## config.mk

```make
export PLATFORM = sky130hd
export DESIGN_NAME = gpio_sync_filter_flat
export DESIGN_NICKNAME = d
export VERILOG_FILES = /design/src/rtl/gpio_sync_filter_if.sv /design/src/rtl/gpio_sync_filter.sv /design/src/flat_wrapper.sv
export SDC_FILE = /design/constraint.sdc
export NUM_CORES = 1
export LEC_CHECK = 0
export ABC_AREA = 1
export BUFFER_PORTS_ARGS = -buffer_cell sky130_fd_sc_hd__buf_2
export CAP_MARGIN = 15
export CORE_ASPECT_RATIO = 1.1
export CORE_MARGIN = 3
export CORE_UTILIZATION = 45
export DETAILED_ROUTE_END_ITERATION = 7
export PLACE_DENSITY = 0.71
export SYNTH_ARGS = -nofsm -noshare
export SYNTH_HDL_FRONTEND = slang
export SYNTH_SLANG_ARGS = --single-unit
```

## constraint.sdc

```tcl
create_clock -name clk -period 2.88 [get_ports clk]
set_input_delay 0.72 -clock clk [delete_from_list [all_inputs] [get_ports clk]]
set_output_delay 0.72 -clock clk [all_outputs]
set_load 0.02 [all_outputs]
```

## src/rtl/gpio_sync_filter_if.sv

```systemverilog
// Pin-side bundle for gpio_sync_filter: raw pads and controls in, synchronized,
// filtered and edge/flag results out.
interface gpio_sync_filter_if #(
  parameter int p_width = 8
);
  logic [p_width-1:0] d_in;
  logic [p_width-1:0] filt_en;
  logic [p_width-1:0] pc_clr;
  logic [p_width-1:0] d_sync;
  logic [p_width-1:0] d_filt;
  logic [p_width-1:0] rise;
  logic [p_width-1:0] fall;
  logic [p_width-1:0] pc_flag;

  modport master (
    output d_in, filt_en, pc_clr,
    input  d_sync, d_filt, rise, fall, pc_flag
  );

  modport slave (
    input  d_in, filt_en, pc_clr,
    output d_sync, d_filt, rise, fall, pc_flag
  );
endinterface

```

## src/rtl/gpio_sync_filter.sv

```systemverilog
// Multi-stage pad synchronizer with per-bit glitch filter, edge pulses and
// sticky pin-change flags. Every bit is independent.
module gpio_sync_filter #(
  parameter int p_width    = 8,
  parameter int p_stages   = 2,
  parameter int p_filt_cnt = 3,
  parameter int p_cnt_w    = $clog2(p_filt_cnt + 1)
) (
  input logic                clk,
  input logic                rst,
  gpio_sync_filter_if.slave  io_bus
);

  if (p_stages < 2) begin : g_bad_stages
    $error("gpio_sync_filter: p_stages must be 2 or more");
  end
  if (p_filt_cnt < 1) begin : g_bad_filt
    $error("gpio_sync_filter: p_filt_cnt must be 1 or more");
  end

  logic [p_width-1:0] r_sync [p_stages];
  logic [p_width-1:0] r_filt;
  logic [p_width-1:0] r_prev;
  logic [p_width-1:0] r_flag;
  logic [p_cnt_w-1:0] r_cnt [p_width];

  logic [p_width-1:0] w_sync;
  logic [p_width-1:0] w_rise;
  logic [p_width-1:0] w_fall;

  assign w_sync = r_sync[p_stages-1];
  assign w_rise = r_filt & ~r_prev;
  assign w_fall = ~r_filt & r_prev;

  always_ff @(posedge clk or posedge rst) begin
    if (rst) begin
      for (int unsigned s = 0; s < p_stages; s++) r_sync[s] <= '0;
    end else begin
      r_sync[0] <= io_bus.d_in;
      for (int unsigned s = 1; s < p_stages; s++) r_sync[s] <= r_sync[s-1];
    end
  end

  // The edge that would bring the count to p_filt_cnt updates d_filt and
  // clears the counter instead, so the counter stays below p_filt_cnt.
  always_ff @(posedge clk or posedge rst) begin
    if (rst) begin
      r_filt <= '0;
      r_prev <= '0;
      r_flag <= '0;
      for (int unsigned b = 0; b < p_width; b++) r_cnt[b] <= '0;
    end else begin
      r_prev <= r_filt;
      r_flag <= (r_flag & ~io_bus.pc_clr) | w_rise | w_fall;
      for (int unsigned b = 0; b < p_width; b++) begin
        if (!io_bus.filt_en[b]) begin
          r_filt[b] <= w_sync[b];
          r_cnt[b]  <= '0;
        end else if (w_sync[b] == r_filt[b]) begin
          r_cnt[b] <= '0;
        end else if (r_cnt[b] == p_cnt_w'(p_filt_cnt - 1)) begin
          r_filt[b] <= w_sync[b];
          r_cnt[b]  <= '0;
        end else begin
          r_cnt[b] <= r_cnt[b] + 1'b1;
        end
      end
    end
  end

  assign io_bus.d_sync  = w_sync;
  assign io_bus.d_filt  = r_filt;
  assign io_bus.rise    = w_rise;
  assign io_bus.fall    = w_fall;
  assign io_bus.pc_flag = r_flag;

endmodule

```

## src/flat_wrapper.sv

```systemverilog
// flat-port wrapper written by rule: the top's interface ports become plain ports
module gpio_sync_filter_flat 
#(
  parameter int p_width    = 8,
  parameter int p_stages   = 2,
  parameter int p_filt_cnt = 3,
  parameter int p_cnt_w    = $clog2(p_filt_cnt + 1)
)
  (clk, rst, io_bus_d_in, io_bus_filt_en, io_bus_pc_clr, io_bus_d_sync, io_bus_d_filt, io_bus_rise, io_bus_fall, io_bus_pc_flag);
  gpio_sync_filter_if #(.p_width(p_width)) io_bus_i ();
  input logic clk;
  input logic rst;
  input wire logic [$bits(io_bus_i.d_in)-1:0] io_bus_d_in;
  input wire logic [$bits(io_bus_i.filt_en)-1:0] io_bus_filt_en;
  input wire logic [$bits(io_bus_i.pc_clr)-1:0] io_bus_pc_clr;
  output wire logic [$bits(io_bus_i.d_sync)-1:0] io_bus_d_sync;
  output wire logic [$bits(io_bus_i.d_filt)-1:0] io_bus_d_filt;
  output wire logic [$bits(io_bus_i.rise)-1:0] io_bus_rise;
  output wire logic [$bits(io_bus_i.fall)-1:0] io_bus_fall;
  output wire logic [$bits(io_bus_i.pc_flag)-1:0] io_bus_pc_flag;
  assign io_bus_i.d_in = io_bus_d_in;
  assign io_bus_i.filt_en = io_bus_filt_en;
  assign io_bus_i.pc_clr = io_bus_pc_clr;
  assign io_bus_d_sync = io_bus_i.d_sync;
  assign io_bus_d_filt = io_bus_i.d_filt;
  assign io_bus_rise = io_bus_i.rise;
  assign io_bus_fall = io_bus_i.fall;
  assign io_bus_pc_flag = io_bus_i.pc_flag;
  gpio_sync_filter #(.p_width(p_width), .p_stages(p_stages), .p_filt_cnt(p_filt_cnt), .p_cnt_w(p_cnt_w)) u_core (.clk(clk), .rst(rst), .io_bus(io_bus_i));
endmodule
```

# Word-level counts from Yosys, hierarchy flattened
# Index checks and enable logic that the tools add are counted.
[word_totals] register_bits=56 inputBits=26 elab_cells=124 output_inout_bits=40
[op_classes] n_eq_ne=32 n_bitwise=8 n_mux=48 reduce_logical=8 addsub=8
[op_table] op="$mux W2" n=24
[op_table] op="$and A8 B8 Y8" n=3
[op_table] op="$mux W1" n=24
[op_table] op="$not A8 Y8" n=3
[op_table] op="$add A2 B1 Y2 const B" n=8
[op_table] op="$eq A2 B2 Y1 const B" n=8
[op_table] op="$ne A2 B1 Y1 const B" n=8
[op_table] op="$ne A2 B2 Y1 const B" n=8
[op_table] op="$or A8 B8 Y8" n=2
[op_table] op="$reduce_and A2 Y1" n=8
[op_table] op="$eq A1 B1 Y1" n=8

# Longest topological paths before layout
# Gate-level depths: netlist of the first run.
[depth] depth_word=4 ltp_mapped=5 depth_no_buf=5

# Least setup slack after synthesis of the first run
# Ideal clock, no wire load.
[synth_path] kind="reg2out" from="reg u_core.r_filt[5] (netlist: u_core.io_bus.d_filt[5])" to="out io_bus_fall[5]" path_slack_ns=1.392 path_buffers=0 required_ns=2.160 stages_incl_launch_ff=4 arrival_ns=0.768 path_cell_list="dfrtp_1 -> inv_1 -> nand2_1 -> inv_1"
[synth_via] elab_chain_len=2
[synth_rtl] item="start, declared" line_no="gpio_sync_filter.sv:22" source="logic [p_width-1:0] r_filt;"
[synth_rtl] item="start signal, assigned by index" line_no="gpio_sync_filter.sv:57" source="r_filt[b] <= w_sync[b];"
[synth_rtl] item="start signal, assigned by index" line_no="gpio_sync_filter.sv:62" source="r_filt[b] <= w_sync[b];"
[synth_rtl] item="$not A8 Y8" line_no="gpio_sync_filter.sv:33" source="assign w_fall = ~r_filt & r_prev;"
[synth_rtl] item="$and A8 B8 Y8" line_no="gpio_sync_filter.sv:33"
[synth_rtl] item="end, declared" line_no="flat_wrapper.sv:19" source="output wire logic [$bits(io_bus_i.fall)-1:0] io_bus_fall;"
# No other way between the ends.

# Final worst setup path of the first run
[layout_path] from="reg u_core.r_filt[1] (netlist: u_core.io_bus.d_filt[1])" to="out io_bus_fall[1]"
# The elaborated chain is that of the path after synthesis.

==> results.txt, run 1 <==
Endpoint required time on the critical path -> 2160 ps
Setup crit start kind -> flip-flop
Bufs on Longest Clock Path -> 2
Die Area -> 6030 µm²
Io pins -> 66
Synth Cell Area -> 2310 µm²
Inst Count DP -> 363
Share of cells above drive strength 1 -> 31.75%
Syn nets -> 275
Synth Area per Inst -> 9.276 µm²
Routed wire per std cell -> 10.17 µm
Max Slew Vio Count -> 0
WHS -> 355.2 ps
R2R depth -> 2
Yosys warning count -> 0
Layout area overhead -> 20.21%
Commonest non-fill, non-tap cell in the layout -> buf_2
Total Nets Final -> 340
Post_cts resized -> 0
Aggregate global routing overflow -> 0
# H-tree levels -> 2
CP arrival -> 1110 ps
Drc violations -> 0
RePlAce Congestion -> 0.7708
Post-route insts no fill -> 371
Largest net degree at the start of global routing -> 57
Crit path capture type -> output port
Max IR drop VDD -> 0.0003653 V
Initial antenna violation count -> 0
Skew final -> 6.393 ps
Initial Util -> 47.97%
Clk pwr share -> 27.2%
Hpwl dp -> 2919 µm
Worst hold path depth -> 0
Commonest cells after routing, fill and taps aside -> buf_2 (65), dfrtp_1 (56), inv_1 (52)
Core Rows -> 26
Chip Height -> 81.14 µm
Final setup violation count -> 0
Share of total power in combinational logic -> 21.9%
Core Box Area -> 4815 µm²
Hold WC Path Type -> reg -> reg
Num CTS Buffers -> 5
Sw Ratio -> 30.65%
RSZ-0062 raised after global routing -> no
I/O Buffers -> 65
Hold-fix buffers, CTS -> 0
Final hold viol count -> 0
Num Clock Sinks -> 56
Crit Path Max Fanout -> 4
First-pass GRT wire length -> 6327 µm
Finished Cell Area -> 2776 µm²
Sequential share of power -> 51.0%
PwrDens -> 662.4 nW/µm²
Vias in the first global route -> 1,531
Crit Path Class -> reg -> out
DR iter-0 viols -> 49
Worst-margin pin slew -> 285.9 ps
LEAKAGE -> 1.552 nW
Final ANT Viol Nets -> 0
Die width -> 74.31 µm
Slew Limit Headroom -> 80.94%
Dpl ws -> 1361 ps
Final worst slack -> 1047 ps
Fmax -> 545.6 MHz
Via count -> 1,632
DR vias/cell -> 4.399
Ant. Diodes -> 0
Fin crit share -> 63.64%
Setup tns final -> 0 ps
NetSw -> 0.0005636 W
P_int -> 0.001275 W
Routed wire length -> 3772 µm
Post-Synthesis Cells -> 249
Total Routing Usage GR -> 13.58%
Max-Cap Viols -> 0
Placed Area -> 2665 µm²
Clock tree from TritonCTS -> yes
Register area share after synthesis -> 60.67%
Root buffer cell -> clkbuf_8
Synth cell types -> 12
Clock-pin slew on the worst setup and hold paths -> 90 ps
Drt first pass iters -> 4
Status -> completed
Post-CTS setup buffers -> 0
Tmin final -> 1833 ps
Latest clock arrival within the worst-skew pair -> 300 ps
Number of synthesized register bits -> 56
==> worst max-delay path: stages, from the launching register on <==
cell and delay (ps):
dfrtp_1 440, inv_2 120, nand2_2 50, inv_2 60, buf_2 150
==> synth_stat cells <==
| master | number | area share, % |
|---|---|---|
| nor2_1 | 16 | 2.6 |
| dfrtp_1 | 56 | 61 |
| nand2_2 | 5 | 1.4 |
| xnor2_1 | 8 | 3.0 |
| nor2_2 | 5 | 1.4 |
| nor2_4 | 5 | 2.4 |
| inv_1 | 53 | 8.6 |
| nand3_1 | 32 | 6.9 |
| buf_4 | 8 | 2.6 |
| nand2_1 | 48 | 7.8 |
| o211ai_1 | 3 | 0.98 |
| inv_2 | 10 | 1.6 |
==> flip-flops by register name, indices dropped and copies added, names as in the netlist <==
name,count
u_core.r_sync,8
u_core.r_prev,8
u_core.r_cnt,16
u_core.io_bus.d_filt,8
u_core.io_bus.pc_flag,8
u_core.io_bus.d_sync,8
==> stage by stage <==
stage	util, %	total power, W
2_1_floorplan	-	0.001230
3_5_place_dp	55.35	0.001365
5_1_grt	57.67	0.001956
6_report	57.67	0.001839
4_1_cts	57.67	0.001869
3_3_place_gp	55.35	0.001354
==> cell type report <==
type / count / area (µm²)
Multi-Input combinational cell: 122 / 611.8
Tap cell: 56 / 70.07
Fill cell: 435 / 2038
Inverter: 63 / 236.5
Sequential cell: 56 / 1401
Clock inverter: 3 / 42.54
Clock buffer: 5 / 68.82
Timing Repair Buffer: 66 / 345.3
==> power groups by stage <==
stage / combinational (W) / clock [W] / sequential, W
after CTS: 0.000412 / 0.000518 / 0.000939
after floorplan: 0.000233 / 0 / 0.000997
after detailed placement: 0.000411 / 0 / 0.000955
final: 0.000402 / 0.000500 / 0.000937
after global placement: 0.000404 / 0 / 0.000949
after global routing: 0.000450 / 0.000553 / 0.000953
==> kinds of logic after synthesis <==
group	after synthesis	synth area share, %
xor+xnor	8	3.034
compound gates	3	0.9750
simple gates	111	22.48
flops	56	60.67
buf+inv	71	12.84
==> path summary, 6_finish.rpt <==
path	startpoint	slack [ps]	to
worst max-delay path	u_core.io_bus.d_filt[1]	1050	io_bus_fall[1]
worst min-delay path	u_core.r_sync[13]	360	u_core.io_bus.d_sync[5]
worst max register to register	u_core.io_bus.d_filt[6]	2020	u_core.r_cnt[2]
max in group asynchronous	rst	2180	u_core.io_bus.d_filt[0]
min in group asynchronous	rst	460	u_core.io_bus.pc_flag[1]
worst min register to register	u_core.r_sync[13]	360	u_core.io_bus.d_sync[5]
==> per-layer routing <==
metal  GRT usage [%]  wire length (µm)  up-vias
met3           3.713               208        2
met2           23.67              1886       41
li1                -                 -      851
met1           16.48              1655      738
met5               0                 0        -
met4           3.737                22        0
No activity file was read; power rests on OpenSTA's default activity.
==> inputs of run 2 (changes only) <==
--- a/config.mk
+++ b/config.mk
@@ -12,7 +12,7 @@
 export CORE_MARGIN = 3
 export CORE_UTILIZATION = 45
 export DETAILED_ROUTE_END_ITERATION = 7
-export PLACE_DENSITY = 0.71
+export PLACE_DENSITY = 0.73
 export SYNTH_ARGS = -nofsm -noshare
 export SYNTH_HDL_FRONTEND = slang
 export SYNTH_SLANG_ARGS = --single-unit
==> constraint.sdc (replaced) <==
create_clock -name clk -period 1.6 [get_ports clk]
set_input_delay 0.4 -clock clk [delete_from_list [all_inputs] [get_ports clk]]
set_output_delay 0.4 -clock clk [all_outputs]
set_load 0.02 [all_outputs]
==> run 2 against run 1 <==
Non-clock buffer count is 1 higher. Design area did not move. Largest power group unchanged. Combinational power up 82%. Sequential power rose by 80%. Highest routed layer unchanged. Clock power grew 72%. Largest cell class unchanged. Worst hold slack got worse by 190 ps. Clock skew is essentially flat. Utilization did not move. Sequential share of layout area hardly changed. First-iteration DRC count grew 59%.
==> results.txt, run 2 (synthesis gave the netlist of run 1 again) <==
Layout area overhead -> 20.21%
Status -> completed
R2R setup slack -> 670 ps
CP arrival -> 1120 ps
Core Rows -> 26
Max Slew Vio Count -> 0
RR Startpoint -> u_core.io_bus.d_filt[7]
Total Nets Final -> 341
Io pins -> 66
Drt first pass iters -> 4
FF/Latch Area -> 1403 µm²
Latest clock arrival within the worst-skew pair -> 300 ps
Clock-pin slew on the worst setup and hold paths -> 90 ps
Aggregate global routing overflow -> 0
Skew final -> 6.333 ps
First-pass GRT wire length -> 6258 µm
Root buffer cell -> clkbuf_8
Crit Path Class -> reg -> out
R2r endpoint -> u_core.r_cnt[1]
Chip Height -> 81.14 µm
Final setup violation count -> 0
Max-Cap Viols -> 0
PwrDens -> 1181 nW/µm²
Worst-margin pin slew -> 287.7 ps
Num CTS Buffers -> 5
Vias in the first global route -> 1,523
Total power -> 0.003278 W
DR iter-0 viols -> 78
Bufs on Longest Clock Path -> 2
Core Box Area -> 4815 µm²
Busiest grt layer -> met2
Met3 Use GR -> 4.332%
I/O Buffers -> 65
RSZ-0062 raised after global routing -> no
Max reg flops -> 16
Fin util -> 57.67%
Setup crit start kind -> flip-flop
Slew Limit Headroom -> 80.82%
Crit path capture type -> output port
WHS -> 163.9 ps
Tmin final -> 1516 ps
Final hold viol count -> 0
Via count -> 1,655
Fin crit share -> 94.77%
Share of cells above drive strength 1 -> 31.85%
Largest net degree at the start of global routing -> 57
Initial Util -> 47.97%
Hpwl dp -> 2840 µm
FILL cells -> 441
Endpoint required time on the critical path -> 1200 ps
Setup tns final -> 0 ps
# H-tree levels -> 2
Biggest register -> u_core.r_cnt
RePlAce Congestion -> 0.7272
Routed wire length -> 3769 µm
Met1 Usage GRT -> 15.79%
Total Routing Usage GR -> 13.44%
Ant. Diodes -> 0
Fmax -> 659.5 MHz
Hold-fix buffers, CTS -> 0
Die Area -> 6030 µm²
Initial antenna violation count -> 0
Hold WC Path Type -> in -> async
Routed wire per std cell -> 10.19 µm
Num Clock Sinks -> 56
Die width -> 74.31 µm
Final ANT Viol Nets -> 0
Area of the multi-input gates -> 611.8 µm²
Commonest cells after routing, fill and taps aside -> buf_2 (65), dfrtp_1 (55), inv_1 (52)
Clock tree from TritonCTS -> yes
LEAKAGE -> 1.547 nW
Commonest non-fill, non-tap cell in the layout -> buf_2
Drc violations -> 0
Crit Path Max Fanout -> 4
Max IR drop VDD -> 0.0006019 V
DR vias/cell -> 4.473
R2R depth -> 3
Met2 Use GR -> 23.23%
run 2: final cells by class:
class | instances | area share [%]
Sequential cell | 56 | 50.52
Multi-Input combinational cell | 122 | 22.04
Timing Repair Buffer | 67 | 12.71
Inverter | 63 | 8.653
Tap cell | 56 | 2.524
Clock buffer | 5 | 2.479
Clock inverter | 1 | 1.082
run 2: worst max-delay path by stage:
| stage | start | endpoint | slack, ps | cells past startpoint |
|---|---|---|---|---|
| after floorplan | u_core.io_bus.d_filt[5] | io_bus_fall[5] | 430 | 3 |
| after global placement | u_core.io_bus.d_filt[7] | io_bus_fall[7] | 400 | 4 |
| after detailed placement | u_core.io_bus.d_filt[2] | io_bus_fall[2] | 400 | 4 |
| after CTS | u_core.io_bus.d_filt[2] | io_bus_fall[2] | 50 | 4 |
| after global routing | u_core.io_bus.d_filt[2] | io_bus_fall[2] | 0.08 | 4 |
| final | u_core.io_bus.d_filt[2] | io_bus_fall[2] | 80 | 4 |
run 2: where the power goes:
part	total (W)	leakage, nW	internal (W)	switching (W)
logic	0.000732	0.831	0.000266	0.000466
registers	0.00169	0.666	0.00157	0.000114
clock network	0.000861	0.0501	0.000450	0.000411
run 2: critical path: stages, from the launching register on:
cell	delay [ps]
dfrtp_1	430
inv_2	110
nand2_2	60
inv_2	60
buf_2	150
run 2: through the flow:
stage                     setup slack (ps)  std cells  area [µm²]
after CTS                            52.62        369        2768
after global placement               397.0        363        2669
after floorplan                      431.9        249        2313
final                                83.75        370        2776
after global routing               0.08060        370        2776
after detailed placement             400.8        363        2669
run 2: what timing repair did:
action                     in CTS  in global routing
setup endpoints to repair       0                  1
gates resized for setup         0                  1
setup buffers                   0                  1
run 2: per-layer routing:
metal / part of all wire (%) / wire [µm]
met2: 48 / 1800
met3: 6.3 / 236
met1: 45 / 1686
met4: 1.2 / 46
met5: 0 / 0
